### src/rtl/adder_rr_scheduler.sv
// adder_rr_scheduler
//   Shares one pipelined WIDTH-bit adder among NREQ requesters. A round-robin
//   arbiter grants at most one request per cycle and registers the operands
//   onto the adder inputs. A {valid, id} tag travels alongside the adder pipeline
//   so that each result can be returned to the requester that issued it.
//
//   Optional build macro: ADDER_SCHED_STATS_EN adds the grant_cnt and max_wait
//   statistics outputs.
//
// Ports
//   clk, rst                 clock (rising edge), asynchronous active-low reset
//   req_valid/req_ready      per-requester issue handshake (ready is one-hot or zero)
//   req_a/req_b/req_cin      per-requester operands, requester i at [i*WIDTH +: WIDTH]
//   hold                     blocks new grants while high
//   add_a/add_b/add_cin      registered operands driven to the adder
//   add_sum/add_cout         adder result, valid LAT cycles after the operands
//   resp_valid/resp_id       result valid strobe and owning requester
//   resp_sum/resp_cout       adder result passed through
//   busy, inflight           operations in flight (flag and count)
//   grant_cnt, max_wait      (ADDER_SCHED_STATS_EN only) saturating statistics
module adder_rr_scheduler #(
    parameter int NREQ  = 4,
    parameter int WIDTH = 4,
    parameter int LAT   = 2,
    localparam int IDW  = $clog2(NREQ)
) (
    input  logic                  clk,
    input  logic                  rst,
    input  logic [NREQ-1:0]       req_valid,
    output logic [NREQ-1:0]       req_ready,
    input  logic [NREQ*WIDTH-1:0] req_a,
    input  logic [NREQ*WIDTH-1:0] req_b,
    input  logic [NREQ-1:0]       req_cin,
    input  logic                  hold,
    output logic [WIDTH-1:0]      add_a,
    output logic [WIDTH-1:0]      add_b,
    output logic                  add_cin,
    input  logic [WIDTH-1:0]      add_sum,
    input  logic                  add_cout,
    output logic                  resp_valid,
    output logic [IDW-1:0]        resp_id,
    output logic [WIDTH-1:0]      resp_sum,
    output logic                  resp_cout,
    output logic                  busy,
    output logic [3:0]            inflight
`ifdef ADDER_SCHED_STATS_EN
    ,
    output logic [15:0]           grant_cnt,
    output logic [7:0]            max_wait
`endif
);

    logic [IDW-1:0]   ptr_q, ptr_d;
    logic             gnt_valid;
    logic [IDW-1:0]   gnt_id;
    int unsigned      idx;
    logic [WIDTH-1:0] add_a_q, add_b_q;
    logic             add_cin_q;
    logic             tag_v_q  [LAT+1];
    logic [IDW-1:0]   tag_id_q [LAT+1];
    logic [3:0]       inflight_q;

    // Search from ptr upward with wrap; iterating from the far end lets the
    // nearest valid requester overwrite any farther one.
    always_comb begin
        gnt_valid = 1'b0;
        gnt_id    = '0;
        idx       = 0;
        if (!hold) begin
            for (int k = NREQ - 1; k >= 0; k--) begin
                idx = (int'(ptr_q) + k) % NREQ;
                if (req_valid[idx]) begin
                    gnt_valid = 1'b1;
                    gnt_id    = IDW'(idx);
                end
            end
        end
    end

    assign req_ready = (gnt_valid && rst) ? (NREQ'(1) << gnt_id) : '0;
    assign ptr_d     = (gnt_id == IDW'(NREQ - 1)) ? '0 : gnt_id + 1'b1;

    always_ff @(posedge clk or negedge rst) begin
        if (!rst) begin
            ptr_q      <= '0;
            add_a_q    <= '0;
            add_b_q    <= '0;
            add_cin_q  <= 1'b0;
            inflight_q <= '0;
            for (int s = 0; s <= LAT; s++) begin
                tag_v_q[s]  <= 1'b0;
                tag_id_q[s] <= '0;
            end
        end else begin
            if (gnt_valid) begin
                ptr_q     <= ptr_d;
                add_a_q   <= req_a[gnt_id*WIDTH +: WIDTH];
                add_b_q   <= req_b[gnt_id*WIDTH +: WIDTH];
                add_cin_q <= req_cin[gnt_id];
            end
            tag_v_q[0]  <= gnt_valid;
            tag_id_q[0] <= gnt_id;
            for (int s = 1; s <= LAT; s++) begin
                tag_v_q[s]  <= tag_v_q[s-1];
                tag_id_q[s] <= tag_id_q[s-1];
            end
            // Bounded by LAT+1 by construction, so no wrap guard is needed.
            case ({gnt_valid, tag_v_q[LAT]})
                2'b10:   inflight_q <= inflight_q + 4'd1;
                2'b01:   inflight_q <= inflight_q - 4'd1;
                default: inflight_q <= inflight_q;
            endcase
        end
    end

    assign add_a      = add_a_q;
    assign add_b      = add_b_q;
    assign add_cin    = add_cin_q;
    assign resp_valid = tag_v_q[LAT];
    assign resp_id    = tag_id_q[LAT];
    assign resp_sum   = add_sum;
    assign resp_cout  = add_cout;
    assign inflight   = inflight_q;
    assign busy       = (inflight_q != 4'd0);

`ifdef ADDER_SCHED_STATS_EN
    logic [15:0] grant_cnt_q;
    logic [7:0]  wait_q [NREQ];
    logic [7:0]  wait_d [NREQ];
    logic [7:0]  max_wait_q, max_wait_d;

    // A requester's wait restarts whenever it is accepted or drops valid.
    always_comb begin
        max_wait_d = max_wait_q;
        for (int i = 0; i < NREQ; i++) begin
            wait_d[i] = '0;
            if (req_valid[i] && !req_ready[i])
                wait_d[i] = (wait_q[i] == 8'hFF) ? wait_q[i] : wait_q[i] + 8'd1;
            if (wait_d[i] > max_wait_d)
                max_wait_d = wait_d[i];
        end
    end

    always_ff @(posedge clk or negedge rst) begin
        if (!rst) begin
            grant_cnt_q <= '0;
            max_wait_q  <= '0;
            for (int i = 0; i < NREQ; i++) wait_q[i] <= '0;
        end else begin
            if (gnt_valid && grant_cnt_q != 16'hFFFF)
                grant_cnt_q <= grant_cnt_q + 16'd1;
            max_wait_q <= max_wait_d;
            for (int i = 0; i < NREQ; i++) wait_q[i] <= wait_d[i];
        end
    end

    assign grant_cnt = grant_cnt_q;
    assign max_wait  = max_wait_q;
`endif

endmodule

### config.mk
export PLATFORM = sky130hd
export DESIGN_NAME = adder_rr_scheduler
export DESIGN_NICKNAME = d
export VERILOG_FILES = /design/src/rtl/adder_rr_scheduler.sv
export SDC_FILE = /design/constraint.sdc
export NUM_CORES = 1
export LEC_CHECK = 0
export ABC_AREA = 1
export BUFFER_PORTS_ARGS = -buffer_cell sky130_fd_sc_hd__buf_4
export CAP_MARGIN = 10
export CORE_ASPECT_RATIO = 1.75
export CORE_MARGIN = 3
export CORE_UTILIZATION = 40
export CTS_CLUSTER_DIAMETER = 40
export CTS_CLUSTER_SIZE = 25
export DETAILED_ROUTE_END_ITERATION = 7
export PLACE_DENSITY = 0.69
export RECOVER_POWER = 50
export SYNTH_ARGS = -nofsm -noshare
export SYNTH_HDL_FRONTEND = slang
export SYNTH_SLANG_ARGS = --single-unit
export TNS_END_PERCENT = 100
### constraint.sdc
create_clock -name clk -period 4.8 [get_ports clk]
set_input_delay 0.48 -clock clk [delete_from_list [all_inputs] [get_ports clk]]
set_output_delay 0.48 -clock clk [all_outputs]
set_load 0.02 [all_outputs]
After elaboration in Yosys (flattened, before gate mapping)
Index checks and enable logic that the tools add are counted.
{"block": "op_classes", "add_sub_neg": 6, "eq_ne": 3, "n_bitwise": 3, "n_shift": 3, "magnitude_cmp": 5, "n_reduce_logical": 6, "n_mux": 23}
{"op": "$lt A32 B3 Y1 const B", "n": 3}
{"op": "$shiftx A16 B5 Y4", "n": 2}
{"op": "$mux W2", "n": 6}
{"op": "$bmux W1 S2", "n": 5}
{"op": "$mux W1", "n": 10}
{"op": "$pmux W4 S2", "n": 1}
{"op": "$lt A2 B3 Y1 const B", "n": 2}
{"op": "$reduce_or A2 Y1", "n": 3}
{"op": "$add A2 B1 Y2 const B", "n": 2}
{"op": "$add A2 B2 Y2 const B", "n": 2}
{"op": "$add A4 B1 Y4 const B", "n": 1}
{"op": "$eq A2 B2 Y1 const B", "n": 2}
{"op": "$mux W4", "n": 1}
{"op": "$reduce_bool A4 Y1", "n": 1}
{"op": "$shl A1 B2 Y4 const A", "n": 1}
{"op": "$sub A4 B1 Y4 const B", "n": 1}
{"op": "$and A1 B1 Y1 const A", "n": 3}
{"op": "$eq A2 B1 Y1 const B", "n": 1}
{"op": "$reduce_bool A2 Y1", "n": 1}
{"op": "$logic_and A1 B1 Y1", "n": 1}
{"block": "word_totals", "inputBits": 48, "word_cells": 60, "output_inout_bits": 26, "register_bits": 24}

Depth between registers and ports, before layout
{"block": "logic_depth", "word_depth": 12, "mapped_depth": 19, "depth_no_buf": 17}

Worst setup path after synthesis
No wires, ideal clock.
{"block": "synth_timing", "path_kind": "flip-flop to flip-flop", "startpoint": "reg ptr_q[0]", "endpoint": "reg inflight_q[3], in the netlist inflight[3]", "t_required_ps": 4671, "setup_slack_ps": 2127, "synth_period_minus_slack_ps": 2673, "stages_incl_launch_ff": 20, "path_buffers": 2, "arrival_ps": 2543, "cell_sequence": "dfrtp_1 -> buf_6 -> inv_6 -> nand2_1 -> nand2_1 -> nand2_1 -> nand2_1 -> nor2_1 -> a21oi_1 -> inv_1 -> buf_2 -> ha_1 -> ha_1 -> nand2_1 -> nor2_1 -> a211oi_1 -> nor2_1 -> nor2_1 -> nand2_1 -> xnor2_1"}
{"block": "synth_between", "elab_chain_len": 10}
{"element": "from (decl)", "line_no": "53", "text": "logic [IDW-1:0] ptr_q, ptr_d;"}
{"element": "from (signal assigned)", "line_no": "96", "text": "ptr_q <= ptr_d;"}
{"element": "$add A2 B2 Y2", "line_no": "71", "text": "idx = (int'(ptr_q) + k) % NREQ;"}
{"element": "$bmux W1 S2", "line_no": "72", "text": "if (req_valid[idx]) begin"}
{"element": "$mux W1 (implied by the code)", "line_no": "72"}
{"element": "$mux W1 (3 in a row)", "line_no": "72"}
{"element": "$mux W1 *", "line_no": "72"}
{"element": "$mux W1 *", "line_no": "69", "text": "if (!hold) begin"}
{"element": "$eq A2 B1 Y1 or $eq A2 B2 Y1 (tied branches)", "line_no": "108", "text": "case ({gnt_valid, tag_v_q[LAT]})"}
{"element": "$pmux W4 S2 or $reduce_bool A2 Y1 (tied branches)"}
{"element": "to (signal assigned)", "line_no": "109", "text": "2'b10: inflight_q <= inflight_q + 4'd1;"}
{"element": "to (signal assigned)", "line_no": "110", "text": "2'b01: inflight_q <= inflight_q - 4'd1;"}
{"element": "to (signal assigned)", "line_no": "111", "text": "default: inflight_q <= inflight_q;"}
{"element": "to (decl)", "line_no": "61", "text": "logic [3:0] inflight_q;"}
Every way passes the cells marked *; elsewhere a longest branch is shown, timed or not. The select of a mux whose other input is x is not followed.
A chain may end at the register's enable or synchronous reset.

Worst setup path after layout
{"block": "layout_timing", "startpoint": "reg ptr_q[0]", "endpoint": "out req_ready[3]"}
{"block": "layout_between", "elab_chain_len": 10}
{"element": "$add A2 B2 Y2", "line_no": "71"}
{"element": "$bmux W1 S2", "line_no": "72"}
{"element": "$mux W1 (implied by the code)", "line_no": "72"}
{"element": "$mux W2 (3 in a row)", "line_no": "72"}
{"element": "$mux W2 *", "line_no": "72"}
{"element": "$mux W2 *", "line_no": "69"}
{"element": "via gnt_id[0]", "line_no": "55", "text": "logic [IDW-1:0] gnt_id;"}
{"element": "$shl A1 B2 Y4 *", "line_no": "80", "text": "assign req_ready = (gnt_valid && rst) ? (NREQ'(1) << gnt_id) : '0;"}
{"element": "$mux W4 *", "line_no": "80"}
{"element": "to (decl)", "line_no": "30", "text": "output logic [NREQ-1:0] req_ready,"}
Mark *: on every way through the listed nets, which the timed path passes. The rest lies on a longest branch. The select of a mux whose other input is x is not followed.

==> impl_metrics.env <==
export IMPL_regArea_um2=601
export IMPL_dr_pass1_iters=4
export IMPL_io_pins=74
export IMPL_crit_path_start_kind="flip-flop"
export IMPL_tightest_slew_ns=1.25
export IMPL_hp_start="tag_v_q[1]"
export IMPL_fillers=459
export IMPL_final_setup_viol_count=0
export IMPL_ant_nets=0
export IMPL_cts_tree="built"
export IMPL_synth_top_area_cell="dfrtp_1"
export IMPL_relSlewSlack_pct=16.5
export IMPL_synth_top_area_share_pct=33.9
export IMPL_yosys_register_bits=24
export IMPL_switching_share_pct=47.7
export IMPL_post_cts_buffers=0
export IMPL_p_clk_share_pct=12.7
export IMPL_clock_latency_ns=0.26
export IMPL_antenna_found_initial=0
export IMPL_min_path_type="flip-flop to flip-flop"
export IMPL_initial_core_util_pct=42.3
export IMPL_grt_pass1_wl_um=6730
export IMPL_critPathKind="flip-flop to primary output"
export IMPL_regToRegSetupSlack_ns=1.83
export IMPL_path_cells="inv_6, nand2_2, nand3_1, nand2_1, inv_1, nand2_1, nand3_2, nand2_4, nand2_4, inv_1, ha_1, inv_1, nor2_1, buf_4"
export IMPL_ys_top_cells_by_area="dfrtp_1 (34%), nand2_1 (18%), inv_1 (11%)"
export IMPL_postCtsHoldBufs=0
export IMPL_fin_cells=363
export IMPL_maxCapViolations=0
export IMPL_die_h_um=94.1
export IMPL_timing_hold_ws_ns=0.353
export IMPL_status="finished clean"
export IMPL_clockRootBuffer="clkbuf_8"
export IMPL_worstReg2RegEnd="inflight[3]"
export IMPL_area_growth_pct=27.1
export IMPL_crit_slowest_cell="dfrtp_1"
export IMPL_final_common_cell="nand2_1"
export IMPL_cts_resized=0
export IMPL_routedWlPerCell_um=11.1
export IMPL_ys_types=23
export IMPL_io_buffers=63
export IMPL_die_area_um2=5300
export IMPL_core_um2=4190
export IMPL_antenna_cells=0
export IMPL_finalHoldViolCount=0
export IMPL_gp_congestion=0.843
export IMPL_vias=1681
export IMPL_arrival_ns=2.58
export IMPL_syn_area_per_cell_um2=6.79
export IMPL_leakage_uw=0.00138
export IMPL_skew_ns=0.00278
export IMPL_drv_slew=0
export IMPL_p_int_uw=711
export IMPL_routed_wirelength_um=4040
export IMPL_end_kind="primary output"
export IMPL_netlist_area_um2=1770
export IMPL_rows=31
export IMPL_clk_path_buf_depth=2
export IMPL_gr_total_overflow=0
export IMPL_pwr_share_seq_pct=26.9
export IMPL_nets=371
export IMPL_cts_made_buffers=3
export IMPL_drcViolationCount=0
export IMPL_track_usage_pct=15.5
export IMPL_syn_inst=261
export IMPL_reg2reg_depth=18
export IMPL_drive_above_1_share_pct=25.2
export IMPL_rsz0062_at_grt="false"
export IMPL_hold_path_end="resp_valid"
export IMPL_p_sw_uw=648
export IMPL_crit_top_cell="inv_1"
export IMPL_fmax_mhz=326
export IMPL_grt_pass1_vias=1634
export IMPL_dp_cells=359
export IMPL_most_common_layout_cells="nand2_1 (85), buf_4 (61), inv_1 (54)"
export IMPL_cpPeakStageDelay_ns=0.60
export IMPL_via_per_inst=4.63
export IMPL_clock_sinks=24
export IMPL_yosys_warnings=0
export IMPL_cp_max_fo=21
export IMPL_clkTransAtPathRegs_ns=0.08
export IMPL_tns_ns=0
export IMPL_r2r_start="ptr_q[0]"
export IMPL_holdPathStages=0
export IMPL_multi_input_area_um2=840
export IMPL_drt_iter0_drc=8
export IMPL_comb_power_share_pct=60.4
export IMPL_grt_max_degree=26
export IMPL_period_needed_ns=3.06
export IMPL_die_w_um=56.3
export IMPL_min_period_over_period_pct=63.8
export IMPL_h_tree_depth=1
export IMPL_dp_hpwl_um=3280
export IMPL_worstPathRequired_ns=4.32
export IMPL_peakVddDrop_mv=0.365
export IMPL_yosysSeqAreaShare_pct=33.9
export IMPL_syn_num_nets=317
export IMPL_power_density_nw_per_um2=603
-- worst max path at each step --
stage,from,to,slack [ns],cells past startpoint
6_report,ptr_q[0],req_ready[3],1.74,14
5_1_grt,ptr_q[0],inflight[3],1.45,18
4_1_cts,ptr_q[0],req_ready[3],1.73,13
3_5_place_dp,req_valid[3],inflight[3],1.81,18
3_3_place_gp,req_valid[3],inflight[3],1.89,18
2_1_floorplan,ptr_q[0],inflight[3],2.13,19
-- worst max-delay path, delay by kind of cell (launching register included) --
family        cells  cell delay, ns
flops             1            0.60
fa+ha+maj         1            0.17
simple gates      8            1.04
buf+inv           5            0.50
-- flip-flops by register name (all words and copies together) (netlist names) --
signal / count
tag_v_q: 2
tag_id_q: 4
add_b: 4
add_a: 4
resp_valid: 1
add_cin: 1
resp_id: 2
ptr_q: 2
inflight: 4
-- metal layers --
layer	wire, um	up-vias	part of all wire, %	global-route usage [%]
li1	-	879	-	-
met1	1520	746	37	16.8
met2	2280	50	56	30.6
met3	186	6	4.6	0.688
met4	63	0	1.6	6.34
met5	0	-	0	0
-- final cells by class --
class                      instances  area share, %
timing repair buffer              64           20.8
clock buffer                       3           1.83
tap                               49           2.72
sequential                        24           26.7
clock inverter                     1           1.33
multi-input combinational        167           37.3
inverter                          55           9.38
-- cell usage after synthesis --
master,number
inv_1,54
buf_4,7
nand3_2,2
o21ai_0,4
a21oi_1,3
and2_4,1
xnor2_1,2
inv_6,1
ha_1,7
nand3_1,40
nand2_2,6
nand2_4,2
fa_1,1
or2_4,1
nor2_1,10
buf_6,5
a21oi_2,1
clkbuf_1,2
nand2_1,85
xor2_1,1
a211oi_1,1
dfrtp_1,24
buf_2,1
-- kinds of logic after synthesis --
logic type	after synthesis	synth area share (%)
AOI/OAI and AO/OA	9	2.89
xor gates and xnor gates	3	1.48
adders and majority gates	8	6.07
buffers and inverters	70	18.8
DFF	24	33.9
and+or+nand+nor	147	36.9
-- power groups by stage --
| stage | Clock [uW] | Sequential, uW | Combinational (uW) |
|---|---|---|---|
| after floorplan | 0 | 411 | 580 |
| after global placement | 0 | 369 | 819 |
| after detailed placement | 0 | 372 | 827 |
| after CTS | 177 | 369 | 832 |
| after global routing | 182 | 379 | 931 |
| final | 172 | 366 | 821 |
-- stage by stage --
| stage | utilization, % | power (uW) | setup slack (ns) | area (um2) |
|---|---|---|---|---|
| after floorplan | - | 991 | 2.13 | 1770 |
| after global placement | 52.4 | 1190 | 1.89 | 2190 |
| after detailed placement | 52.4 | 1200 | 1.81 | 2190 |
| after CTS | 54.1 | 1380 | 1.73 | 2260 |
| after global routing | 53.8 | 1490 | 1.45 | 2250 |
| final | 53.8 | 1360 | 1.74 | 2250 |
Note: power is estimated with default switching activity, not from simulation.
